--- config.mk ---
export PLATFORM = sky130hd
export DESIGN_NAME = ram_arbiter_flat
export DESIGN_NICKNAME = d
export VERILOG_FILES = /design/src/rtl/ram_arb_pkg.sv /design/src/rtl/ram_arbiter_if.sv /design/src/rtl/rd_tag_pipe.sv /design/src/rtl/ram_arbiter.sv /design/src/flat_wrapper.sv
export SDC_FILE = /design/constraint.sdc
export NUM_CORES = 1
export LEC_CHECK = 0
export BUFFER_PORTS_ARGS = -buffer_cell sky130_fd_sc_hd__buf_2
export CORE_AREA = 3 3 60 62
export CTS_CLUSTER_SIZE = 14
export DETAILED_ROUTE_END_ITERATION = 10
export DIE_AREA = 0 0 63 65
export PLACE_DENSITY = 0.73
export SYNTH_ARGS = -nofsm -noshare
export SYNTH_HDL_FRONTEND = slang
export SYNTH_HIERARCHICAL = 1
export SYNTH_SLANG_ARGS = --single-unit
--- constraint.sdc ---
create_clock -name clk -period 3.2 [get_ports clk]
set_input_delay 0.48 -clock clk [delete_from_list [all_inputs] [get_ports clk]]
set_output_delay 0.48 -clock clk [all_outputs]
set_load 0.02 [all_outputs]
--- src/rtl/ram_arb_pkg.sv ---
// Shared defaults and types for the two-requester RAM arbiter.
package ram_arb_pkg;

  localparam int unsigned DEF_DW     = 8;
  localparam int unsigned DEF_AW     = 4;
  localparam int unsigned DEF_RD_LAT = 1;

  // One RAM access as presented on the RAM port
  typedef struct packed {
    logic              wr;
    logic [DEF_AW-1:0] addr;
    logic [DEF_DW-1:0] wdata;
  } ram_req_t;

  // Read-return tag: which requester a pending read belongs to
  typedef struct packed {
    logic vld;
    logic id;
  } rd_tag_t;

endpackage

--- src/rtl/ram_arbiter_if.sv ---
// Bundles both requester ports, the read-return bus and the RAM port.
interface ram_arbiter_if
  import ram_arb_pkg::*;
#(
  parameter int unsigned DW = DEF_DW,
  parameter int unsigned AW = DEF_AW
) ();

  logic          req0;
  logic          wr0;
  logic [AW-1:0] addr0;
  logic [DW-1:0] wdata0;
  logic          gnt0;
  logic          rvalid0;

  logic          req1;
  logic          wr1;
  logic [AW-1:0] addr1;
  logic [DW-1:0] wdata1;
  logic          gnt1;
  logic          rvalid1;

  logic [DW-1:0] rdata;

  logic          ram_wr;
  logic [AW-1:0] ram_addr;
  logic [DW-1:0] ram_wdata;
  logic [DW-1:0] ram_rdata;

  // Arbiter side
  modport slave (
    input  req0, wr0, addr0, wdata0, req1, wr1, addr1, wdata1, ram_rdata,
    output gnt0, rvalid0, gnt1, rvalid1, rdata, ram_wr, ram_addr, ram_wdata
  );

  // Requester / RAM side
  modport master (
    output req0, wr0, addr0, wdata0, req1, wr1, addr1, wdata1, ram_rdata,
    input  gnt0, rvalid0, gnt1, rvalid1, rdata, ram_wr, ram_addr, ram_wdata
  );

endinterface

--- src/rtl/rd_tag_pipe.sv ---
// Shift register carrying read tags alongside the RAM read latency.
module rd_tag_pipe
  import ram_arb_pkg::*;
#(
  parameter int unsigned DEPTH = 1 + DEF_RD_LAT
) (
  input  logic    clk,
  input  logic    rst,
  input  rd_tag_t tag_in,
  output rd_tag_t tag_out
);

  rd_tag_t stage_q [DEPTH];

  // Advance one stage per cycle; reset discards every in-flight tag
  always_ff @(posedge clk or negedge rst) begin
    if (!rst) begin
      for (int i = 0; i < DEPTH; i++) stage_q[i] <= '0;
    end else begin
      stage_q[0] <= tag_in;
      for (int i = 1; i < DEPTH; i++) stage_q[i] <= stage_q[i-1];
    end
  end

  assign tag_out = stage_q[DEPTH-1];

endmodule

--- src/rtl/ram_arbiter.sv ---
// Round-robin / fixed-priority arbiter in front of a single-port SRAM.
// DW/AW must match the package defaults, since ram_req_t is sized by them.
module ram_arbiter
  import ram_arb_pkg::*;
#(
  parameter int unsigned DW     = DEF_DW,
  parameter int unsigned AW     = DEF_AW,
  parameter int unsigned RD_LAT = DEF_RD_LAT,
  parameter bit          RR_EN  = 1'b1
) (
  input  logic          clk,
  input  logic          rst,
  ram_arbiter_if.slave  bus
);

  logic     ptr_q, ptr_d;  // 0 favours requester 0 when both request
  logic     gnt0, gnt1;
  ram_req_t sel_req;
  ram_req_t ram_q;
  rd_tag_t  tag_in, tag_out;
  logic     rvalid0_q, rvalid1_q;
  logic [DW-1:0] rdata_q;

  // Grant selection, next pointer and the request to be issued
  always_comb begin
    gnt0    = 1'b0;
    gnt1    = 1'b0;
    ptr_d   = ptr_q;
    sel_req = '{wr: bus.wr0, addr: bus.addr0, wdata: bus.wdata0};
    if (bus.req0 && (!bus.req1 || !RR_EN || !ptr_q)) begin
      gnt0 = 1'b1;
    end else if (bus.req1) begin
      gnt1 = 1'b1;
    end
    if (gnt0) begin
      ptr_d = 1'b1;
    end else if (gnt1) begin
      ptr_d   = 1'b0;
      sel_req = '{wr: bus.wr1, addr: bus.addr1, wdata: bus.wdata1};
    end
    tag_in = '{vld: (gnt0 | gnt1) & ~sel_req.wr, id: gnt1};
  end

  // Pointer and RAM-port registers; addr/wdata hold when idle
  always_ff @(posedge clk or negedge rst) begin
    if (!rst) begin
      ptr_q <= 1'b0;
      ram_q <= '0;
    end else begin
      ptr_q    <= ptr_d;
      ram_q.wr <= (gnt0 | gnt1) & sel_req.wr;
      if (gnt0 || gnt1) begin
        ram_q.addr  <= sel_req.addr;
        ram_q.wdata <= sel_req.wdata;
      end
    end
  end

  rd_tag_pipe #(
    .DEPTH (1 + RD_LAT)
  ) u_rd_tag_pipe (
    .clk     (clk),
    .rst     (rst),
    .tag_in  (tag_in),
    .tag_out (tag_out)
  );

  // Capture RAM read data when its tag emerges and flag the owner
  always_ff @(posedge clk or negedge rst) begin
    if (!rst) begin
      rvalid0_q <= 1'b0;
      rvalid1_q <= 1'b0;
      rdata_q   <= '0;
    end else begin
      rvalid0_q <= tag_out.vld & ~tag_out.id;
      rvalid1_q <= tag_out.vld & tag_out.id;
      if (tag_out.vld) rdata_q <= bus.ram_rdata;
    end
  end

  assign bus.gnt0      = gnt0;
  assign bus.gnt1      = gnt1;
  assign bus.rvalid0   = rvalid0_q;
  assign bus.rvalid1   = rvalid1_q;
  assign bus.rdata     = rdata_q;
  assign bus.ram_wr    = ram_q.wr;
  assign bus.ram_addr  = ram_q.addr;
  assign bus.ram_wdata = ram_q.wdata;

endmodule

--- src/flat_wrapper.sv ---
// flat-port wrapper written by rule: the top's interface ports become plain ports
module ram_arbiter_flat import ram_arb_pkg::*;
#(
  parameter int unsigned DW     = DEF_DW,
  parameter int unsigned AW     = DEF_AW,
  parameter int unsigned RD_LAT = DEF_RD_LAT,
  parameter bit          RR_EN  = 1'b1
)
  (clk, rst, bus_req0, bus_wr0, bus_addr0, bus_wdata0, bus_req1, bus_wr1, bus_addr1, bus_wdata1, bus_ram_rdata, bus_gnt0, bus_rvalid0, bus_gnt1, bus_rvalid1, bus_rdata, bus_ram_wr, bus_ram_addr, bus_ram_wdata);
  ram_arbiter_if #(.DW(DW), .AW(AW)) bus_i ();
  input  logic clk;
  input  logic rst;
  input wire logic [$bits(bus_i.req0)-1:0] bus_req0;
  input wire logic [$bits(bus_i.wr0)-1:0] bus_wr0;
  input wire logic [$bits(bus_i.addr0)-1:0] bus_addr0;
  input wire logic [$bits(bus_i.wdata0)-1:0] bus_wdata0;
  input wire logic [$bits(bus_i.req1)-1:0] bus_req1;
  input wire logic [$bits(bus_i.wr1)-1:0] bus_wr1;
  input wire logic [$bits(bus_i.addr1)-1:0] bus_addr1;
  input wire logic [$bits(bus_i.wdata1)-1:0] bus_wdata1;
  input wire logic [$bits(bus_i.ram_rdata)-1:0] bus_ram_rdata;
  output wire logic [$bits(bus_i.gnt0)-1:0] bus_gnt0;
  output wire logic [$bits(bus_i.rvalid0)-1:0] bus_rvalid0;
  output wire logic [$bits(bus_i.gnt1)-1:0] bus_gnt1;
  output wire logic [$bits(bus_i.rvalid1)-1:0] bus_rvalid1;
  output wire logic [$bits(bus_i.rdata)-1:0] bus_rdata;
  output wire logic [$bits(bus_i.ram_wr)-1:0] bus_ram_wr;
  output wire logic [$bits(bus_i.ram_addr)-1:0] bus_ram_addr;
  output wire logic [$bits(bus_i.ram_wdata)-1:0] bus_ram_wdata;
  assign bus_i.req0 = bus_req0;
  assign bus_i.wr0 = bus_wr0;
  assign bus_i.addr0 = bus_addr0;
  assign bus_i.wdata0 = bus_wdata0;
  assign bus_i.req1 = bus_req1;
  assign bus_i.wr1 = bus_wr1;
  assign bus_i.addr1 = bus_addr1;
  assign bus_i.wdata1 = bus_wdata1;
  assign bus_i.ram_rdata = bus_ram_rdata;
  assign bus_gnt0 = bus_i.gnt0;
  assign bus_rvalid0 = bus_i.rvalid0;
  assign bus_gnt1 = bus_i.gnt1;
  assign bus_rvalid1 = bus_i.rvalid1;
  assign bus_rdata = bus_i.rdata;
  assign bus_ram_wr = bus_i.ram_wr;
  assign bus_ram_addr = bus_i.ram_addr;
  assign bus_ram_wdata = bus_i.ram_wdata;
  ram_arbiter #(.DW(DW), .AW(AW), .RD_LAT(RD_LAT), .RR_EN(RR_EN)) u_core (.clk(clk), .rst(rst), .bus(bus_i));
endmodule
-- Word level (Yosys, flattened, before mapping)
Index checks and enable logic that the tools add are counted.
- mux-type cells: 7
- bitwise logic cells: 7
- reductions and logical operators: 6
- operators by type and width (cell ; count):
    13-bit 2-to-1 mux ; 2
    1-bit 2-to-1 mux ; 5
    1-bit AND ; 4
    1-bit zero test ; 2
    1-bit logical OR ; 2
    1-bit NOT ; 2
    2-bit nonzero test ; 1
    1-bit logical AND ; 1
    1-bit OR ; 1
- flip-flop bits (word level): 28
- bits of input ports: 38
- word-level logic and storage cells: 31

-- Logic depth before layout (Yosys ltp)
- depth after elaboration: 8
- gate-level depth with buffers: 5
- gate-level depth less buffers: 4

-- Hierarchy
Netlist, hierarchy kept.
- by module, submodules not included (module ; times used ; cells each ; area an instance (sq um) ; sequential area each (sq um)):
    ram_arbiter ; 1 ; 100 ; 1186.1 ; 600.6
    rd_tag_pipe ; 1 ; 6 ; 115.1 ; 100.1

-- Worst setup path before layout
No wires, ideal clock.
- path type: input -> output
- start point: in bus_req0
- end point: out bus_gnt0
- arrival time: 1036 ps
- slack: 1684 ps
- stages: 2
- buffers on the path: 1
- cell sequence: buf_6 -> a21boi_1
- longest elaborated chain between the ends: 2
- ends and longest elaborated chain (item ; RTL line ; source):
    start, declared ; flat_wrapper.sv:13 ; input wire logic [$bits(bus_i.req0)-1:0] bus_req0;
    1-bit logical AND ; ram_arbiter.sv:30 ; if (bus.req0 && (!bus.req1 || !RR_EN || !ptr_q)) begin
    1-bit 2-to-1 mux ; ram_arbiter.sv:30 ;
    end, declared ; flat_wrapper.sv:22 ; output wire logic [$bits(bus_i.gnt0)-1:0] bus_gnt0;
Every way passes these cells.

-- Final worst setup path
- start point: reg u_core.ptr_q
- end point: out bus_gnt1
- longest elaborated chain between the ends: 4
- ends and longest elaborated chain (item ; RTL line ; source):
    start, declared ; ram_arbiter.sv:16 ; logic ptr_q, ptr_d;
    start signal, assigned ; ram_arbiter.sv:50 ; ptr_q <= ptr_d;
    1-bit zero test ; ram_arbiter.sv:30 ;
    1-bit logical OR ; ram_arbiter.sv:30 ;
    1-bit logical AND ; ram_arbiter.sv:30 ;
    1-bit 2-to-1 mux ; ram_arbiter.sv:30 ;
    end, declared ; flat_wrapper.sv:24 ; output wire logic [$bits(bus_i.gnt1)-1:0] bus_gnt1;
Every way passes these cells.

==> results.txt <==
Run status: completed
Measured slew at the worst slew-check pin: 0.603 ns
Std-Cell Rows: 20
Delay of the slowest cell on the worst path: 0.59 ns
Post-route minimum period: 2.05 ns
Post-CTS repair timing setup buffer count: 0
Dpl cell area: 1590 um2
Number of endpoints with negative hold slack in the final report: 0
Final-report setup violation count: 0
Number of library cell types mapped by synthesis: 19
Die outline width: 63 um
Synth Cell Area: 1300 um2
Final cell count without fillers: 205
DR vias: 1,016
Sort of element at the end of the critical path: output port
Global-route wire length before repair: 4.78 mm
Post-synthesis sequential area ratio: 53.8%
Post-CTS Hold Fix Bufs: 0
Reported max-cap violation count: 0
Unrepaired setup endpoints after global routing: false
Overall power of the completed layout: 0.893 mW
Total Nets Final: 200
Cell chain of the critical path: nand2b_4 -> nand2_1 -> inv_1 -> buf_2
First DRT Iteration DRCs: 28
Maximum root-to-sink buffer count: 2
Area of the die: 4100 um2
Area of the core: 3080 um2
TritonCTS buffer count: 3
IO Count: 63
Synth Net Count: 144
Highest metal used: met3
Peak supply drop: 0.229 mV
Sum of net half-perimeters after detailed placement: 2.09 mm
Sequential Area: 701 um2
Sum of buffers and inverters on the critical path: 2
Met2 WL post-DR: 1.35 mm
Clock latency at the later pin of the worst-skew pair: 0.32 ns
Starting utilization of the core area: 42.3%
Post-Syn Area per Cell: 12.3 um2
Largest net degree at the start of global routing: 29
DP Worst Slack: 1.26 ns
Wire per inst: 13.6 um
Gr ovfl total: 0
Worst slew margin: 59.8%
Worst path setup slack after routing: 1.15 ns
Wire length the detailed router placed on met1: 1.18 mm
Number of global-route vias before repair: 1,107
Yosys top cell area share: 53.8%
Number of instances resized during post-cts repair: 0
Drt first pass iters: 4
Min-delay worst type: in -> async
Final GP Congestion: 0.716
Final Max Slew Viols: 0
Clock Sink Count: 28
Via-to-Cell Ratio: 4.96
Dominant cell by count in the synthesized netlist: dfrtp_1
Total track usage: 14.3%
Leading area contributor after synthesis: dfrtp_1
Pwr dens: 545 nW/um2
Critical setup path kind: reg -> out
Worst-path fanout max: 15
Synth Register Bits: 28
Cell with the largest stage delay on the worst path: dfrtp_1
# H-tree levels: 1
Diodes inserted: 0
Biggest area contributors in the synthesized netlist: dfrtp_1 54%, mux2i_1 9.2%, and3b_1 8.1%
Area taken by multi-input logic gates: 513 um2
Clock skew after layout: 0.00380 ns
Critical path arrival: 1.57 ns
Critical path launch point type: register
Predominant post-synthesis flop cell: dfrtp_1
Non-Filler Cell Area, Final: 1640 um2
# port buffers: 62
Die height: 65 um
Layout cells sized above 1: 46.6%
Clock tree from TritonCTS: built
Synth Warn #: 6
Number of nets with antenna violations after detailed routing: 0
Required time reported for the critical path endpoint: 2.72 ns
Inst Count DP: 201
Top post-synthesis cells by count: 28 x dfrtp_1, 12 x a31oi_1, 12 x and3b_1, 12 x mux2i_1, 9 x o21ai_1
Number of antenna violations at the first check in global routing: 0
DRC: 0
Clock edge transition at the registers on the reported setup and hold paths: 0.15 ns
# fillers: 286
Family of cells with the greatest summed delay on the critical path: flip-flops
Root buffer cell: clkbuf_4
Ys async rst share: 100%
Static Leakage: 0.866 nW
Met3 wire len: 259 um
Share of the clock period used by the worst path: 64.0%
Area added between synthesis and finish: 26.0%
DRT Wirelength: 2.79 mm
Fmax: 488 MHz
Post-Synthesis Cells: 106
Setup Total Neg Slack: 0 ns
Number of flops mapped to enable cells by yosys: 0
[metal layers]
layer	vias up	GRT usage (%)
li1	488	-
met1	472	16.9
met2	56	26.2
met3	0	3.99
met4	0	2.48
met5	-	0
[sequential cells by signal, indices dropped and copies added (netlist names)]
signal and flops:
u_core/bus.ram_addr 4, u_core/bus.ram_wdata 8, u_core/bus.ram_wr 1, u_core/bus.rdata 8
u_core/bus.rvalid0 1, u_core/bus.rvalid1 1, u_core/ptr_q 1, u_core/u_rd_tag_pipe/stage_q 2
u_core/u_rd_tag_pipe/tag_out 2
[stage by stage]
stage               utilization (%)  hold WS (ns)
floorplan                         -         0.184
global placement               51.5         0.338
detailed placement             51.5         0.339
CTS                            53.3         0.146
global route                   53.3         0.160
finish                         53.3         0.140
[logic make-up (layout without fill, tap and decap cells)]
family                 after synthesis  in the layout  share of synthesized area [%]
AO/OA/AOI/OAI                       28             28                           12.4
flip-flops                          28             28                           53.8
multiplexers                        20             20                           16.2
AND/OR/NAND/NOR                     17             17                           10.9
buffers and inverters               13             68                           6.73
[cells in the final DEF (no fill, tap or decap), types with 2 or more instances in the layout]
cell / netlist / layout
o21ai_0: 5 / 5
clkbuf_4: 0 / 3
mux2i_1: 12 / 12
buf_2: 4 / 62
and3b_1: 12 / 12
mux2_2: 8 / 8
a31oi_1: 12 / 12
dfrtp_1: 28 / 28
o21ai_1: 9 / 9
inv_1: 2 / 2
[report_power, final]
part           internal [mW]  switching (mW)
Clock                  0.127           0.100
Combinational          0.100           0.133
Sequential             0.403          0.0300
Total                  0.630           0.264
[final cells by class]
class	instances	share of cell area (%)
repair buffers	62	18.9
flip-flops and latches	28	42.7
well taps	44	3.36
clock buffers	3	1.37
clock inverters	1	1.83
multi-input cells	65	31.3
inverters	2	0.458
[worst reg2reg max path: cells and delay by family (launching register included)]
| family | cells | cell delay (ns) |
|---|---|---|
| DFF | 1 | 0.54 |
| and+or+nand+nor | 2 | 0.41 |
| buffers and inverters | 1 | 0.06 |
| AOI/OAI and AO/OA | 1 | 0.17 |
[final timing paths]
check	slack, ns	cells after the start	to	from
min in group clk	0.35	2	u_core/u_rd_tag_pipe/stage_q[3]	bus_wr1
min reg2reg	0.37	0	u_core/u_rd_tag_pipe/tag_out[1]	u_core/u_rd_tag_pipe/stage_q[3]
min	0.14	1	u_core/bus.rvalid1	rst
max	1.15	4	bus_gnt1	u_core/ptr_q
max in group asynchronous	2.67	1	u_core/bus.rdata[7]	rst
max reg2reg	1.93	4	u_core/bus.ram_wr	u_core/ptr_q
No activity file was read; power rests on OpenSTA's default activity.
